## config.mk

```make
export PLATFORM = sky130hd
export DESIGN_NAME = ddr3_axi_req_arbiter
export DESIGN_NICKNAME = d
export VERILOG_FILES = /design/src/rtl/ddr3_axi_req_arbiter.sv
export SDC_FILE = /design/constraint.sdc
export NUM_CORES = 1
export LEC_CHECK = 0
export ABC_AREA = 0
export BUFFER_PORTS_ARGS = -buffer_cell sky130_fd_sc_hd__buf_2
export CAP_MARGIN = 20
export CORE_ASPECT_RATIO = 0.5
export CORE_MARGIN = 3
export CORE_UTILIZATION = 60
export DETAILED_ROUTE_END_ITERATION = 8
export HOLD_SLACK_MARGIN = 0.02
export PLACE_DENSITY_LB_ADDON = 0.08
export RECOVER_POWER = 50
export SLEW_MARGIN = 20
export SYNTH_ARGS = -nofsm -noshare
export SYNTH_HDL_FRONTEND = slang
export SYNTH_SLANG_ARGS = --single-unit
```

## constraint.sdc

```tcl
create_clock -name aclk -period 7.5 [get_ports aclk]
set_input_delay 0 -clock aclk [delete_from_list [all_inputs] [get_ports aclk]]
set_output_delay 0 -clock aclk [all_outputs]
set_load 0.01 [all_outputs]
```

## src/rtl/ddr3_axi_req_arbiter.sv

```systemverilog
// AXI AR/AW/W front end for the DDR3 controller: buffers requests, pairs AW with W and issues one
// registered command at a time. Define DDR3_ARB_READ_PRIO_EN for strict read priority (default: round-robin).
module ddr3_axi_req_arbiter #(
  parameter int ADDR_W = 26,
  parameter int DATA_W = 16,
  parameter int DEPTH  = 4
) (
  input  logic                       aclk,
  input  logic                       areset,
  input  logic [ADDR_W-1:0]          araddr,
  input  logic                       arvalid,
  output logic                       arready,
  input  logic [ADDR_W-1:0]          awaddr,
  input  logic                       awvalid,
  output logic                       awready,
  input  logic [DATA_W-1:0]          wdata,
  input  logic                       wvalid,
  output logic                       wready,
  output logic                       cmd_valid,
  input  logic                       cmd_ready,
  output logic                       cmd_we,
  output logic [ADDR_W-1:0]          cmd_addr,
  output logic [DATA_W-1:0]          cmd_wdata,
  output logic [$clog2(DEPTH):0]     wr_pending
);

  localparam int AP = $clog2(DEPTH);
  localparam int PW = AP + 1;

  // Handshakes: a beat transfers on the rising edge where valid && ready; cmd_* are held
  // stable while cmd_valid && !cmd_ready and a new command loads when !cmd_valid || cmd_ready.

  logic [ADDR_W-1:0] ar_mem [DEPTH];
  logic [ADDR_W-1:0] aw_mem [DEPTH];
  logic [DATA_W-1:0] w_mem  [DEPTH];

  logic [PW-1:0] ar_wr, ar_rd, aw_wr, aw_rd, w_wr, w_rd;
  logic [PW-1:0] ar_cnt, aw_cnt, w_cnt;
  logic          ar_full, aw_full, w_full;
  logic          ar_empty, aw_empty, w_empty;
  logic          ar_push, aw_push, w_push;

  logic          rd_req, wr_req, hazard, rd_ok, load;
  logic          issue_rd, issue_wr;
  logic [PW-1:0] hz_off, hz_idx;
  logic [ADDR_W-1:0] ar_head, aw_head;
  logic [DATA_W-1:0] w_head;

  assign ar_full  = (ar_wr[PW-1] != ar_rd[PW-1]) && (ar_wr[AP-1:0] == ar_rd[AP-1:0]);
  assign aw_full  = (aw_wr[PW-1] != aw_rd[PW-1]) && (aw_wr[AP-1:0] == aw_rd[AP-1:0]);
  assign w_full   = (w_wr[PW-1]  != w_rd[PW-1])  && (w_wr[AP-1:0]  == w_rd[AP-1:0]);
  assign ar_empty = (ar_wr == ar_rd);
  assign aw_empty = (aw_wr == aw_rd);
  assign w_empty  = (w_wr == w_rd);
  assign ar_cnt   = ar_wr - ar_rd;
  assign aw_cnt   = aw_wr - aw_rd;
  assign w_cnt    = w_wr - w_rd;

  assign arready = !areset && !ar_full;
  assign awready = !areset && !aw_full;
  assign wready  = !areset && !w_full;

  assign ar_push = arvalid && arready;
  assign aw_push = awvalid && awready;
  assign w_push  = wvalid && wready;

  assign ar_head = ar_mem[ar_rd[AP-1:0]];
  assign aw_head = aw_mem[aw_rd[AP-1:0]];
  assign w_head  = w_mem[w_rd[AP-1:0]];

  assign wr_pending = (aw_cnt < w_cnt) ? aw_cnt : w_cnt;

  assign rd_req = !ar_empty;
  assign wr_req = !aw_empty && !w_empty;
  assign load   = !cmd_valid || cmd_ready;

  // Compare the AR head against every occupied AW slot at 2-byte word granularity.
  always_comb begin
    hazard = 1'b0;
    hz_off = '0;
    hz_idx = '0;
    for (int i = 0; i < DEPTH; i++) begin
      hz_off = PW'(i);
      hz_idx = aw_rd + hz_off;
      if (rd_req && (hz_off < aw_cnt) &&
          (aw_mem[hz_idx[AP-1:0]][ADDR_W-1:1] == ar_head[ADDR_W-1:1]))
        hazard = 1'b1;
    end
  end

  // A hazarded read stalls even when its conflicting write still waits for W data.
  assign rd_ok = rd_req && !hazard;

`ifdef DDR3_ARB_READ_PRIO_EN
  always_comb begin
    issue_rd = 1'b0;
    issue_wr = 1'b0;
    if (load) begin
      if (wr_req && (aw_full || w_full || !rd_ok))
        issue_wr = 1'b1;
      else if (rd_ok)
        issue_rd = 1'b1;
    end
  end
`else
  logic rr_last;  // 1 = last issued command was a write

  always_comb begin
    issue_rd = 1'b0;
    issue_wr = 1'b0;
    if (load) begin
      if (wr_req && rd_ok) begin
        issue_rd = rr_last;
        issue_wr = !rr_last;
      end else if (wr_req) begin
        issue_wr = 1'b1;
      end else if (rd_ok) begin
        issue_rd = 1'b1;
      end
    end
  end

  always_ff @(posedge aclk) begin
    if (areset)
      rr_last <= 1'b1;
    else if (issue_rd || issue_wr)
      rr_last <= issue_wr;
  end
`endif

  always_ff @(posedge aclk) begin
    if (ar_push) ar_mem[ar_wr[AP-1:0]] <= araddr;
    if (aw_push) aw_mem[aw_wr[AP-1:0]] <= awaddr;
    if (w_push)  w_mem[w_wr[AP-1:0]]   <= wdata;
  end

  always_ff @(posedge aclk) begin
    if (areset) begin
      ar_wr     <= '0;
      ar_rd     <= '0;
      aw_wr     <= '0;
      aw_rd     <= '0;
      w_wr      <= '0;
      w_rd      <= '0;
      cmd_valid <= 1'b0;
      cmd_we    <= 1'b0;
      cmd_addr  <= '0;
      cmd_wdata <= '0;
    end else begin
      if (ar_push)  ar_wr <= ar_wr + PW'(1);
      if (aw_push)  aw_wr <= aw_wr + PW'(1);
      if (w_push)   w_wr  <= w_wr + PW'(1);
      if (issue_rd) ar_rd <= ar_rd + PW'(1);
      if (issue_wr) begin
        aw_rd <= aw_rd + PW'(1);
        w_rd  <= w_rd + PW'(1);
      end
      if (load) begin
        cmd_valid <= issue_rd || issue_wr;
        cmd_we    <= issue_wr;
        cmd_addr  <= issue_wr ? aw_head : (issue_rd ? ar_head : '0);
        cmd_wdata <= issue_wr ? w_head : '0;
      end
    end
  end

endmodule

```

======== After elaboration in Yosys (flattened, before gate mapping) ========
Memories as Yosys holds them, arrays and structs flattened. A register that Yosys moved wholly into a read port is not among the register bits.
Index checks and enable logic that the tools add are counted.
storage, ports and cells
  register bits after elaboration ......... 63
  memory bits (writable) .................. 272
  output and inout port bits .............. 50
  word-level logic and storage cells ...... 101
  memories ................................ 3
memory list
  name    depth  bits a word  read ports  clocked after Yosys merged registers in  wr ports  line  text
  ar_mem  4      26           1           1                                        1         33    logic [ADDR_W-1:0] ar_mem [DEPTH];
  aw_mem  4      26           4           1                                        1         34    logic [ADDR_W-1:0] aw_mem [DEPTH];
  w_mem   4      16           1           1                                        1         35    logic [DATA_W-1:0] w_mem [DEPTH];
cells by class
  add/sub/neg operators ................... 10
  $lt $le $gt $ge ......................... 5
  eq/ne operators ......................... 13
  muxes and demuxes ....................... 27
  reduce and logical (&&, ||, !) cells .... 32
operators by type and width
  kind                                                                         count
  25-bit equality test                                                         4
  26-bit two-way mux                                                           2
  1-bit logical AND                                                            20
  3-bit by 1-bit adder with 3-bit output, second input constant                6
  1-bit two-way mux                                                            17
  16-bit two-way mux                                                           1
  2-bit two-way mux                                                            6
  1-bit zero test                                                              10
  3-bit equality test                                                          3
  2-bit equality test                                                          3
  1-bit by 3-bit less-than comparator with 1-bit output, first input constant  2
  2-bit by 3-bit less-than comparator with 1-bit output, first input constant  2
  3-bit subtractor                                                             2
  2-bit adder, second input constant                                           2
  3-bit less-than comparator                                                   1
  3-bit two-way mux                                                            1
  1-bit != test                                                                3
  1-bit logical OR                                                             2

======== Longest topological paths before layout ========
  word-level depth ........................ 16
  mapped depth ............................ 15
  depth with buffers taken out ............ 12

======== Worst setup path before layout ========
OpenSTA, ideal clock, no wires.
  path kind ............................... flip-flop to flip-flop
  from .................................... register aw_rd[1]
  to ...................................... register (tool-made name)
  arrival ................................. 3.342 ns
  path slack .............................. 4.037 ns
  cell stages (with the launch flop) ...... 14
  buffers on the path ..................... 3
  period minus slack after synthesis ...... 3.463 ns
  path through ............................ dfxtp_1 clkbuf_1 clkbuf_1 inv_1 fa_1 xor3_1 inv_1 o21a_1 nand4_1 or4_1 nand4_2 and2_1 buf_2 mux2_2
RTL lines
  element                 line  text
  from (decl)             37    logic [PW-1:0] ar_wr, ar_rd, aw_wr, aw_rd, w_wr, w_rd;
  from (signal assigned)  155   aw_rd <= aw_rd + PW'(1);

======== Worst setup path after layout ========
  from .................................... register aw_rd[0]
  to ...................................... register cmd_addr[9]
between the ends
  word-level cells in the longest chain between the ends .. 16
ends and longest elaborated chain
  element                                                          line  text
  branches (longest 15 deep; another with memory read 4 x 26 bit)  --
  26-bit two-way mux *                                             161   cmd_addr <= issue_wr ? aw_head : (issue_rd ? ar_head : '0);
  to (signal assigned)                                             161
  to (decl)                                                        22    output logic [ADDR_W-1:0] cmd_addr,
Every way passes the cells marked *.
A chain may end at the register's enable or synchronous reset.

==> impl_metrics.csv <==
group,metric,value,unit
status,status,"finished with violations",
status,violations,"capacitance limit, slew limit",
synth,syn_area,15900,sq um
placed_design,routabilityCongestion,0.895,
sta,min_period,5.29,ns
synth,ys.flop_type,"edfxtp_1",
worst_setup_path,cpMostUsedCell,"buf_4",
pwr,p_int,3740,uW
synth,ys_ff_latch,341,
sta,worst_pin_slew,1.63,ns
sta,finalHoldViolCount,0,
pwr,pwr-share-clk,29.9,%
drt,drcViolationCount,0,
drt,via_count,9291,
cells_and_area,seq_area,9560,sq um
pwr,p_seq_share,42.9,%
global_routing,grt_antenna_before_repair,0,
drt,wl_met3,3.60,mm
global_routing,grt_pass1_vias,9368,
cells_and_area,final_cell_mix,"272 x edfxtp_1, 143 x mux4_2, 125 x clkbuf_1, 74 x dlygate4sd3_1, 65 x xnor2_1",
pwr,p_leak,0.00602,uW
worst_setup_path,crit_arrival,5.79,ns
synth,ys_types,46,
clock_tree,ctsHoldBuffers,74,
synth,yosysWarningCount,0,
die,core,25600,sq um
clock_tree,post_cts_buffers,0,
pwr,swShare,29.9,%
pwr,p_total,5340,uW
clock_tree,numCtsBuffers,29,
pwr,switchingPower,1600,uW
cells_and_area,area_delta_synth_final,15.7,%
cells_and_area,diodes,0,
drt,wl,36.8,mm
synth,synthCells,891,
worst_setup_path,cp.required,8.00,ns
worst_setup_path,critPathMaxFanout,31,
worst_setup_path,cp-start-kind,"register",
clock_tree,clock_latency,0.56,ns
cells_and_area,mostFrequentLayoutCell,"edfxtp_1",
worst_setup_path,cp_slowest_stage_delay,0.88,ns
worst_setup_path,reg2reg_slack,2.21,ns
sta,fin_tns_setup,0,ns
drt,wl_met1,15.6,mm
sta,slew_headroom,-8.78,%
worst_setup_path,path_class,"reg -> reg",
global_routing,grt_max_degree,52,
cells_and_area,nNetsFinal,1183,
sta,max_freq,189,MHz
sta,setup_viol_count_final,0,
drt,highest_layer,"met4",
clock_tree,cts_sinks,341,
pwr,power_density,291,nW/um^2
clock_tree,cts_resized,0,
pwr,ir_drop,0.230,mV
placed_design,portBuffers,123,
drt,drtIter0Drc,834,
drt,viasPerCell,6.39,
cells_and_area,multiInputGateArea,5940,sq um
drt,drtAntennaViolNets,0,
global_routing,gr-total-overflow,0,
die,fp.dieW,236,um
die,die_area,28500,sq um
sta,finClkSkew,0.0118,ns
synth,async_reset_ff_share,0,%
die,die_y,121,um
die,start_util,61.9,%
synth,syn-num-nets,988,
synth,synth_enable_flop_cells,272,
synth,yosysSeqAreaShare,60.2,%
die,io_pins,124,
worst_setup_path,cp_slowest_cell,"ha_2",
die,rows,41,
worst_setup_path,worst_setup_path_end_kind,"register",
clock_tree,cts_tree,"built",
drt,wl_met2,17.0,mm
worst_setup_path,path_cells,"ha_2 -> buf_4 -> mux4_2 -> xor2_1 -> nor4_1 -> nand3_1 -> or4_4 -> nand4_2 -> and3_1 -> buf_4 -> a221o_1",
clock_tree,h-tree-depth,1,
placed_design,dpl.hpwl,23.8,mm
global_routing,grt_pass1_wl,57.2,mm
pwr,combPwrFrac,27.2,%
cells_and_area,drive_above_1_share,20.6,%
sta,finalCritPeriodShare,70.5,%
cells_and_area,fill_cells,1649,
global_routing,grt_usage,26.5,%
sta,drv_slew,27,
sta,rsz0062_at_grt,"no",
clock_tree,path_clk_slew,0.07,ns
drt,routedWlPerCell,25.3,um
job,cap_violations,1,
clock_tree,clk_path_buf_depth,3,
synth,syn_area_per_cell,17.8,sq um
worst_hold_path,hold_path_class,"in -> reg",
clock_tree,root_buffer,"clkbuf_16",
drt,first_pass_iters,5,
## area by class of cell
| type | count | share of cell area, % |
|---|---|---|
| well taps | 344 | 2.35 |
| repair buffers | 216 | 7.42 |
| flip-flops and latches | 341 | 52.1 |
| clock buffers | 44 | 4.48 |
| clock inverters | 10 | 0.982 |
| multi-input cells | 483 | 32.4 |
| inverters | 15 | 0.307 |
## Yosys cell counts (16+ instances only)
cell type  number  area, sq um
a22o_1         16          140
mux4_2        143         3220
xnor2_1        65          569
and3_1         40          250
nand4_1        18          113
ha_1           21          263
edfxtp_1      272         8170
clkbuf_1       19         71.3
nor2_1         17         63.8
dfxtp_1        69         1380
xor2_1         47          412
a221o_1        25          250
## worst paths after layout
| kind | cells after the start | startpoint | to |
|---|---|---|---|
| setup / recovery | 11 | aw_rd[0] | cmd_addr[9] |
| hold / removal | 2 | araddr[14] | ar_mem[2][14] |
| setup reg to reg | 11 | aw_rd[0] | cmd_addr[9] |
| hold reg to reg | 2 | cmd_we | cmd_we |
## metrics by stage
| stage | cell area, sq um | util [%] | setup slack, ns | cells | hold slack [ns] |
|---|---|---|---|---|---|
| 3_5_place_dp | 16700 | 65.4 | 2.18 | 1324 | 0.215 |
| 3_3_place_gp | 16700 | 65.4 | 2.28 | 1324 | 0.208 |
| 4_1_cts | 18500 | 72.2 | 2.16 | 1452 | 0.163 |
| 2_1_floorplan | 15900 | - | 4.04 | 891 | 0.0989 |
| 5_1_grt | 18300 | 71.7 | 1.89 | 1453 | 0.234 |
| 6_report | 18300 | 71.7 | 2.21 | 1453 | 0.231 |
## power groups by stage
stage | Sequential, uW | Combinational, uW | Clock [uW]
finish | 2290 | 1450 | 1590
detailed placement | 2330 | 1410 | 0
global route | 2310 | 1540 | 1700
CTS | 2290 | 1450 | 1620
global placement | 2330 | 1410 | 0
floorplan | 2290 | 1030 | 0
## worst max-delay path: cells and delay by family (launching register included)
family,cells,cell delay (ns)
AO/OA/AOI/OAI,1,0.22
XOR/XNOR,1,0.16
buffers and inverters,2,0.80
multiplexers,1,0.52
adder cells (fa/ha/maj),1,0.88
AND/OR/NAND/NOR,5,1.99
flip-flops,1,0.63
## routing by layer
| metal | GRT usage, % | vias to the layer above |
|---|---|---|
| met2 | 41.2 | 456 |
| met4 | 4.82 | 0 |
| met3 | 6.40 | 50 |
| met5 | 0 | - |
| li1 | - | 4033 |
| met1 | 39.5 | 4752 |
## registers in the layout, summed over array words and instances, names as in the netlist, named ones only
signal	count
ar_mem	104
ar_rd	3
ar_wr	3
aw_mem	104
aw_rd	3
aw_wr	3
cmd_addr	26
cmd_valid	1
cmd_wdata	16
cmd_we	1
rr_last	1
w_mem	64
w_rd	3
w_wr	3
## logic make-up (layout without fill, tap and decap cells)
group                      after synthesis  after routing  share of synthesized area (%)
DFF                                    341            341                           60.2
and+or+nand+nor                        127            127                           4.69
muxes                                  152            152                           20.9
xor gates and xnor gates               113            113                           6.34
adders and majority gates               23             23                           1.91
AOI/OAI and AO/OA                       68             68                           3.58
buffers and inverters                   67            285                           2.32
Power figures use the tool's default switching activity.
